$ cat src/rtl/wb_port_arbiter.sv
// Merges the two MEM/WB writeback streams onto one register-file write port,
// keeping program order through a small pending-write FIFO with forwarding.
module wb_port_arbiter #(
  parameter int DATA_W = 32,
  parameter int ADDR_W = 3,
  parameter int DEPTH  = 4
) (
  input  logic                     clk,
  input  logic                     reset,
  input  logic                     wb1_valid,
  input  logic [ADDR_W-1:0]        wb1_rd,
  input  logic [DATA_W-1:0]        wb1_data,
  input  logic                     wb2_valid,
  input  logic [ADDR_W-1:0]        wb2_rd,
  input  logic [DATA_W-1:0]        wb2_data,
  output logic                     rf_we,
  output logic [ADDR_W-1:0]        rf_wa,
  output logic [DATA_W-1:0]        rf_wd,
  output logic                     stall,
  input  logic [ADDR_W-1:0]        fwd_addr,
  output logic                     fwd_hit,
  output logic [DATA_W-1:0]        fwd_data,
  output logic [$clog2(DEPTH):0]   count,
  output logic                     overflow
);
  localparam int PW = $clog2(DEPTH);
  localparam int CW = PW + 1;

  logic [ADDR_W-1:0] mem_rd   [DEPTH];
  logic [DATA_W-1:0] mem_data [DEPTH];
  logic [PW-1:0]     rptr, wptr;

  logic              coalesce, a1, a2, deq, drop;
  logic [CW-1:0]     n_req, n_acc, free;
  logic [ADDR_W-1:0] req0_rd, req1_rd;
  logic [DATA_W-1:0] req0_data, req1_data;

  // Port select and enqueue list: arrivals are listed oldest first, and any
  // surplus beyond free space is cut from the young end.
  always_comb begin
    coalesce  = wb1_valid && wb2_valid && (wb1_rd == wb2_rd);
    a1        = wb1_valid && !coalesce;
    a2        = wb2_valid;
    rf_we     = 1'b0;
    rf_wa     = '0;
    rf_wd     = '0;
    deq       = 1'b0;
    n_req     = '0;
    req0_rd   = '0;
    req0_data = '0;
    req1_rd   = '0;
    req1_data = '0;
    if (count == '0) begin
      if (a1) begin
        rf_we = 1'b1;
        rf_wa = wb1_rd;
        rf_wd = wb1_data;
        if (a2) begin
          req0_rd   = wb2_rd;
          req0_data = wb2_data;
          n_req     = CW'(1);
        end
      end else if (a2) begin
        rf_we = 1'b1;
        rf_wa = wb2_rd;
        rf_wd = wb2_data;
      end
    end else begin
      rf_we = 1'b1;
      rf_wa = mem_rd[rptr];
      rf_wd = mem_data[rptr];
      deq   = 1'b1;
      if (a1 && a2) begin
        req0_rd   = wb1_rd;
        req0_data = wb1_data;
        req1_rd   = wb2_rd;
        req1_data = wb2_data;
        n_req     = CW'(2);
      end else if (a1) begin
        req0_rd   = wb1_rd;
        req0_data = wb1_data;
        n_req     = CW'(1);
      end else if (a2) begin
        req0_rd   = wb2_rd;
        req0_data = wb2_data;
        n_req     = CW'(1);
      end
    end
    // The slot freed by this cycle's dequeue is not reusable until next cycle.
    free  = CW'(DEPTH) - count;
    drop  = (n_req > free);
    n_acc = drop ? free : n_req;
  end

  assign stall = (count >= CW'(DEPTH - 1));

  always_ff @(posedge clk or posedge reset) begin
    if (reset) begin
      rptr     <= '0;
      wptr     <= '0;
      count    <= '0;
      overflow <= 1'b0;
    end else begin
      if (deq) rptr <= rptr + PW'(1);
      wptr  <= wptr + n_acc[PW-1:0];
      count <= count - CW'(deq) + n_acc;
      if (drop) overflow <= 1'b1;
    end
  end

  always_ff @(posedge clk) begin
    if (n_acc >= CW'(1)) begin
      mem_rd[wptr]   <= req0_rd;
      mem_data[wptr] <= req0_data;
    end
    if (n_acc == CW'(2)) begin
      mem_rd[wptr + PW'(1)]   <= req1_rd;
      mem_data[wptr + PW'(1)] <= req1_data;
    end
  end

  // Later matches override earlier ones: FIFO oldest to youngest, then wb1, then wb2.
  always_comb begin
    logic [PW-1:0] idx;
    fwd_hit  = 1'b0;
    fwd_data = '0;
    idx      = '0;
    for (int i = 0; i < DEPTH; i++) begin
      idx = rptr + PW'(i);
      if ((CW'(i) < count) && (mem_rd[idx] == fwd_addr)) begin
        fwd_hit  = 1'b1;
        fwd_data = mem_data[idx];
      end
    end
    if (a1 && (wb1_rd == fwd_addr)) begin
      fwd_hit  = 1'b1;
      fwd_data = wb1_data;
    end
    if (a2 && (wb2_rd == fwd_addr)) begin
      fwd_hit  = 1'b1;
      fwd_data = wb2_data;
    end
  end
endmodule
$ cat config.mk
export PLATFORM = sky130hd
export DESIGN_NAME = wb_port_arbiter
export DESIGN_NICKNAME = d
export VERILOG_FILES = /design/src/rtl/wb_port_arbiter.sv
export SDC_FILE = /design/constraint.sdc
export NUM_CORES = 1
export LEC_CHECK = 0
export CORE_ASPECT_RATIO = 0.9
export CORE_UTILIZATION = 50
export DETAILED_ROUTE_END_ITERATION = 6
export PLACE_DENSITY_LB_ADDON = 0.2
export REMOVE_ABC_BUFFERS = 1
export SYNTH_ARGS = -nofsm -noshare
export SYNTH_HDL_FRONTEND = slang
export SYNTH_SLANG_ARGS = --single-unit
$ cat constraint.sdc
create_clock -name clk -period 6.5 [get_ports clk]
set_input_delay 0.65 -clock clk [delete_from_list [all_inputs] [get_ports clk]]
set_output_delay 0.65 -clock clk [all_outputs]
set_load 0.05 [all_outputs]
Word level (Yosys, flattened, before mapping) --
Memory sizes are Yosys's and may differ from the RTL's. Cells that the tools add are included.
Operators by class: muxes and demuxes 42, eq/ne operators 8, add/subtract/negate cells 8, reduce and logical (&&, ||, !) cells 12, magnitude comparators 7
Operator list (number):
- $mux W32 | 14
- $mux W3 | 12
- $eq A3 B3 Y1 | 7
- $mux W1 | 16
- $logic_and A1 B1 Y1 | 10
- $lt A1 B3 Y1 const A | 2
- $lt A2 B3 Y1 const A | 2
- $add A2 B1 Y2 const B | 2
- $add A2 B2 Y2 const B | 2
- $add A3 B3 Y3 | 1
- $eq A3 B2 Y1 const B | 1
- $ge A3 B1 Y1 const B | 1
- $ge A3 B2 Y1 const B | 1
- $gt A3 B3 Y1 | 1
- $logic_not A3 Y1 | 1
- $sub A3 B1 Y3 | 1
- $sub A3 B3 Y3 const A | 1
- $add A2 B2 Y2 | 1
- $logic_not A1 Y1 | 1
Word-level totals: bits in registers 8, memories 2, bits in writable memories 140
Memory list:
- mem_data | words 4, width 32, rd ports 4, clocked after memory_dff 0, wr ports 2, line 30 | logic [DATA_W-1:0] mem_data [DEPTH];
- mem_rd | words 4, width 3, rd ports 4, clocked after memory_dff 0, wr ports 2, line 29 | logic [ADDR_W-1:0] mem_rd [DEPTH];

Depth between registers and ports, before layout --
word-level depth 12, mapped depth 20, depth with buffers taken out 16

Least setup slack after synthesis --
No wires, ideal clock.
kind input port to flip-flop, from input wb2_rd[0], to memory mem_data[0][0] (enable), setup time 480 ps, path buffers 4, cell stages on the path 16, path slack -172 ps, data required time 6020 ps, data arrival time 6192 ps, cells stage by stage clkbuf_1 -> xor2_1 -> o41ai_4 -> inv_1 -> clkbuf_1 -> buf_1 -> ha_1 -> nor2b_1 -> ha_1 -> inv_1 -> a21oi_1 -> o221a_1 -> clkbuf_1 -> nand2_1 -> o21ai_0 -> o31ai_1
RTL lines:
- start, declared | line 14 | input logic [ADDR_W-1:0] wb2_rd,
- end, declared | line 30

Worst setup path in the final report --
from register rptr[1], to output fwd_data[26]
Between the ends: longest elaborated chain between the ends 9, elaborated cells on any way between the ends 19, classes of those cells add/sub (3); eq/ne (4); mux (6); reduce/logical (4); memory (2)
RTL lines:
- start, declared | line 31 | logic [PW-1:0] rptr, wptr;
- start signal, assigned | line 104 | if (deq) rptr <= rptr + PW'(1);
- $add A2 B1 Y2 / $mem_v2 Z4 W3 (equally long branches)
- $mem_v2 Z4 W3 / $eq A3 B3 Y1 (equally long branches)
- $eq A3 B3 Y1 / $logic_and A1 B1 Y1 (equally long branches) | line 130 | if ((CW'(i) < count) && (mem_rd[idx] == fwd_addr)) begin
- $logic_and A1 B1 Y1 / $mux W32 (equally long branches) | line 130
- $mux W32 (2 in series) | line 130
- $mux W32 * | line 130
- $mux W32 * | line 135 | if (a1 && (wb1_rd == fwd_addr)) begin
- $mux W32 * | line 139 | if (a2 && (wb2_rd == fwd_addr)) begin
- end, declared | line 22 | output logic [DATA_W-1:0] fwd_data,
Every way passes the cells marked *; elsewhere a longest branch is shown, timed or not.

==> flow_summary_export.csv <==
group,metric,value,unit
global_routing,grt_resource_usage_total,31.92,%
timing,timing.final.max_slew_violations,0,
global_routing,grt_start_max_net_pins,98,
logic_synthesis,synth_cell_types,49,
floorplan,die_height,150.5,um
detailed_routing,ant_nets,0,
cts,ctsLongestPathBuffers,2,
global_routing,wire_length_of_the_first_global_routing_pass,61290,um
global_routing,grt_pass1_vias,10778,
timing,fin_crit_sh,82.40,%
timing,worst-slew-pin-transition,1371,ps
cells_and_area,fin_util,62.91,%
logic_synthesis,yosysSeqAreaShare,35.95,%
critical_path,critical_path.n_buffers_inverters,2,
logic_synthesis,yosys.area.top_type_share,34.31,%
critical_path,crit_required,5850,ps
critical_path,critPathTopFamily,"compound AO/OA/AOI/OAI gates",
placement,place_area,0.01428,mm^2
cts,cts_root_buffer,"sky130_fd_sc_hd__clkbuf_16",
detailed_routing,routedWlPerCell,24.84,um
placement,dp_worst_setup_slack,980.2,ps
timing,post-route-worst-setup-slack,1144,ps
cts,clkSinkCount,148,
floorplan,dieWidth,167.0,um
cts,post-cts-setup-buffers,0,
critical_path,timing.critical_path.mode_cell,"sky130_fd_sc_hd__o2111a_1",
timing,clock.fmax,186.7,MHz
cells_and_area,area_of_all_placed_cells_without_fillers,0.01489,mm^2
cells_and_area,antenna_cells_inserted,0,
global_routing,antenna_found_initial,0,
critical_path,worst_path_largest_cell_delay,1180,ps
cells_and_area,drive_above_1_share,17.19,%
floorplan,fp-row-count,53,
cts,cts_hold_repair.buffers,0,
logic_synthesis,synth-edff-count,140,
logic_synthesis,dominantRegCellSynth,"sky130_fd_sc_hd__edfxtp_1",
cts,cts_tree,"yes",
global_routing,gr-total-overflow,0,
detailed_routing,finalWirelength,40170,um
cts,cts_buffer_count,17,
logic_synthesis,synthArstFlopShare,5.405,%
detailed_routing,dr.pass1.iters,7,
detailed_routing,routed_via_density,7.081,
timing,slew_headroom,8.569,%
detailed_routing,detailedRoute.firstIterationViolations,1396,
detailed_routing,remaining_drc_errors,1,
cells_and_area,n_fill_cell,1886,
floorplan,die-area,0.02514,mm^2
outcome,failing_checks,"DRC",
timing,rsz0062_at_grt,"no",
critical_path,critPathSlowestCell,"sky130_fd_sc_hd__o2111a_1",
logic_synthesis,yosys-top-cells-area,"sky130_fd_sc_hd__edfxtp_1 34%, sky130_fd_sc_hd__a32o_1 10%, sky130_fd_sc_hd__mux2i_1 6.6%, sky130_fd_sc_hd__mux2_2 5.3%, sky130_fd_sc_hd__a21oi_1 4.2%",
floorplan,ios,151,
cts,clk_pin_slew_worst_paths,60,ps
worst_hold_path,worst_hold_path_type,"in -> async",
placement,gp_routability_congestion,0.8532,
critical_path,critical_path.cell_chain,"buf_4 > mux4_2 > xnor2_1 > o2111a_1 > nand2_1 > o2111a_1 > a22oi_1 > buf_12",
floorplan,core_area,0.02367,mm^2
logic_synthesis,avgSynthCellArea,9.849,um^2
outcome,outcome,"finished, violations left",
placement,dp_hpwl,25110,um
logic_synthesis,mappedNetlistArea,0.01225,mm^2
logic_synthesis,postSynthCellCount,1244,
critical_path,worstSetupEndpointType,"primary output",
cts,cts-htree-levels,4,
detailed_routing,detailed_route_via_count,11450,
logic_synthesis,yosysWarnings,0,
placement,io_buffer_count,150,
cells_and_area,number_of_nets_at_the_end_of_the_flow,1388,
timing,timing_hold_violations_final,0,
critical_path,critical_path_peak_fanout,37,
critical_path,cp-start-kind,"register",
cts,postCtsResizedCells,0,
timing,final.setup_skew,7.392,ps
critical_path,worstPathArrival,4710,ps
cts,clock_latency,440,ps
logic_synthesis,synth_top_area_cell,"sky130_fd_sc_hd__edfxtp_1",
floorplan,initial_core_utilization,51.75,%
flow_run,cap_viol_max_count,0,
timing,layout_min_cycle_time,5356,ps
critical_path,critPathKind,"reg -> out",
cells_and_area,synthToLayoutAreaGrowth,21.56,%
logic_synthesis,postSynthRegisterBits,148,
timing,report.final.setup_viol,0,
## state kept, by name (all words and copies together), names as in the netlist
| name | flops |
|---|---|
| mem_rd | 12 |
| wptr | 2 |
| rptr | 2 |
| mem_data | 128 |
| count | 3 |
| overflow | 1 |
## placed cells by master, fill, tap and decap left out, types with 3 or more instances in the layout
master                            count
sky130_fd_sc_hd__mux2i_1             73
sky130_fd_sc_hd__a32o_1             128
sky130_fd_sc_hd__nand3_1              6
sky130_fd_sc_hd__mux2i_4              8
sky130_fd_sc_hd__a31oi_1              5
sky130_fd_sc_hd__a211oi_1            27
sky130_fd_sc_hd__buf_4               32
sky130_fd_sc_hd__nor3_1               3
sky130_fd_sc_hd__dfrtp_1              6
sky130_fd_sc_hd__and2_1               4
sky130_fd_sc_hd__nand2_1             85
sky130_fd_sc_hd__and3_1              28
sky130_fd_sc_hd__nand4_1              6
sky130_fd_sc_hd__o22ai_2             10
sky130_fd_sc_hd__ha_1                 7
sky130_fd_sc_hd__o21ai_0             75
sky130_fd_sc_hd__xnor2_1             18
sky130_fd_sc_hd__a211o_1             29
sky130_fd_sc_hd__buf_12              33
sky130_fd_sc_hd__nand2b_1             6
sky130_fd_sc_hd__o21ai_1              3
sky130_fd_sc_hd__inv_1               12
sky130_fd_sc_hd__xor2_1              11
sky130_fd_sc_hd__bufinv_16            4
sky130_fd_sc_hd__nor2_1              85
sky130_fd_sc_hd__a21oi_1            104
sky130_fd_sc_hd__o221a_2             19
sky130_fd_sc_hd__o221a_1             11
sky130_fd_sc_hd__o21a_1              29
sky130_fd_sc_hd__edfxtp_1           140
sky130_fd_sc_hd__clkdlybuf4s50_1    117
sky130_fd_sc_hd__o2111a_1             4
sky130_fd_sc_hd__mux2_2              58
sky130_fd_sc_hd__o22ai_1             48
sky130_fd_sc_hd__mux4_2              21
sky130_fd_sc_hd__a22oi_1              6
sky130_fd_sc_hd__clkbuf_16           17
sky130_fd_sc_hd__clkinv_2             3
## routing by layer
layer  wire [um]  share of wire, %  GRT usage, %  vias to the layer above
li1            -                 -             -                     5117
met1       15500                39         41.25                     5503
met2       19030                47         53.68                      729
met3        4474                11         5.731                      101
met4        1166               2.9         11.94                        0
met5           0                 0             0                        -
## cell type report
cell class                 count  area [um^2]  share of cell area, %
multi-input combinational    941         7372                  49.50
clock buffer                  18        429.2                  2.882
inverter                      13        48.80                 0.3276
clock inverter                13        181.4                  1.218
sequential                   148         4412                  29.62
tap                          302        377.9                  2.537
timing repair buffer         182         2072                  13.91
## cells by family after synthesis
logic type | Yosys count | share of synthesized area (%)
AO/OA/AOI/OAI | 509 | 31.65
XOR/XNOR | 29 | 2.073
adder cells (fa/ha/maj) | 8 | 0.8782
buffers and inverters | 155 | 5.239
flip-flops | 148 | 35.95
multiplexers | 160 | 15.81
AND/OR/NAND/NOR | 235 | 8.405
## synth_stat cells, types with 2 or more instances
library cell	number
sky130_fd_sc_hd__o221a_2	19
sky130_fd_sc_hd__edfxtp_1	140
sky130_fd_sc_hd__buf_1	11
sky130_fd_sc_hd__o22ai_1	48
sky130_fd_sc_hd__ha_1	7
sky130_fd_sc_hd__buf_6	3
sky130_fd_sc_hd__o21ai_0	76
sky130_fd_sc_hd__a32o_1	128
sky130_fd_sc_hd__mux4_2	21
sky130_fd_sc_hd__o221ai_1	2
sky130_fd_sc_hd__o22ai_2	10
sky130_fd_sc_hd__inv_1	13
sky130_fd_sc_hd__nand2b_1	6
sky130_fd_sc_hd__o21ai_1	3
sky130_fd_sc_hd__nand4_1	6
sky130_fd_sc_hd__nor2_1	88
sky130_fd_sc_hd__mux2_2	58
sky130_fd_sc_hd__clkbuf_1	98
sky130_fd_sc_hd__and4_1	2
sky130_fd_sc_hd__and2_1	5
sky130_fd_sc_hd__a211oi_1	27
sky130_fd_sc_hd__a22oi_1	6
sky130_fd_sc_hd__nor3_1	3
sky130_fd_sc_hd__xnor2_1	18
sky130_fd_sc_hd__a21boi_0	2
sky130_fd_sc_hd__o21a_1	29
sky130_fd_sc_hd__xor2_1	11
sky130_fd_sc_hd__a21oi_1	104
sky130_fd_sc_hd__a211o_1	29
sky130_fd_sc_hd__a31oi_1	5
sky130_fd_sc_hd__o2111a_1	4
sky130_fd_sc_hd__nand2_1	86
sky130_fd_sc_hd__o221a_1	11
sky130_fd_sc_hd__nor2b_1	2
sky130_fd_sc_hd__dfrtp_1	8
sky130_fd_sc_hd__mux2i_1	81
sky130_fd_sc_hd__buf_2	30
sky130_fd_sc_hd__nand3_1	6
sky130_fd_sc_hd__and3_1	28
## stage by stage
| stage | setup TNS, ps | instances | hold slack (ps) |
|---|---|---|---|
| after floorplan | -242060 | 1102 | 465.7 |
| after global placement | 0 | 1586 | 528.7 |
| after detailed placement | 0 | 1586 | 510.0 |
| after CTS | 0 | 1617 | 482.4 |
| after global routing | 0 | 1617 | 505.5 |
| final | 0 | 1617 | 475.0 |
## final timing paths
path,start,end,slack [ps],cells after the start
worst max-delay path,rptr[1],fwd_data[26],1140,8
worst min-delay path,reset,rptr[1],470,2
worst max register to register,count[0],mem_rd[2][0],1790,12
worst min register to register,overflow,overflow,520,1
max in group asynchronous,reset,rptr[0],5760,2
min in group clk,overflow,overflow,520,1
Power is left out: the tool's default activity adds up to more than one toggle a clock period on the data nets, which glitch-free logic cannot reach.
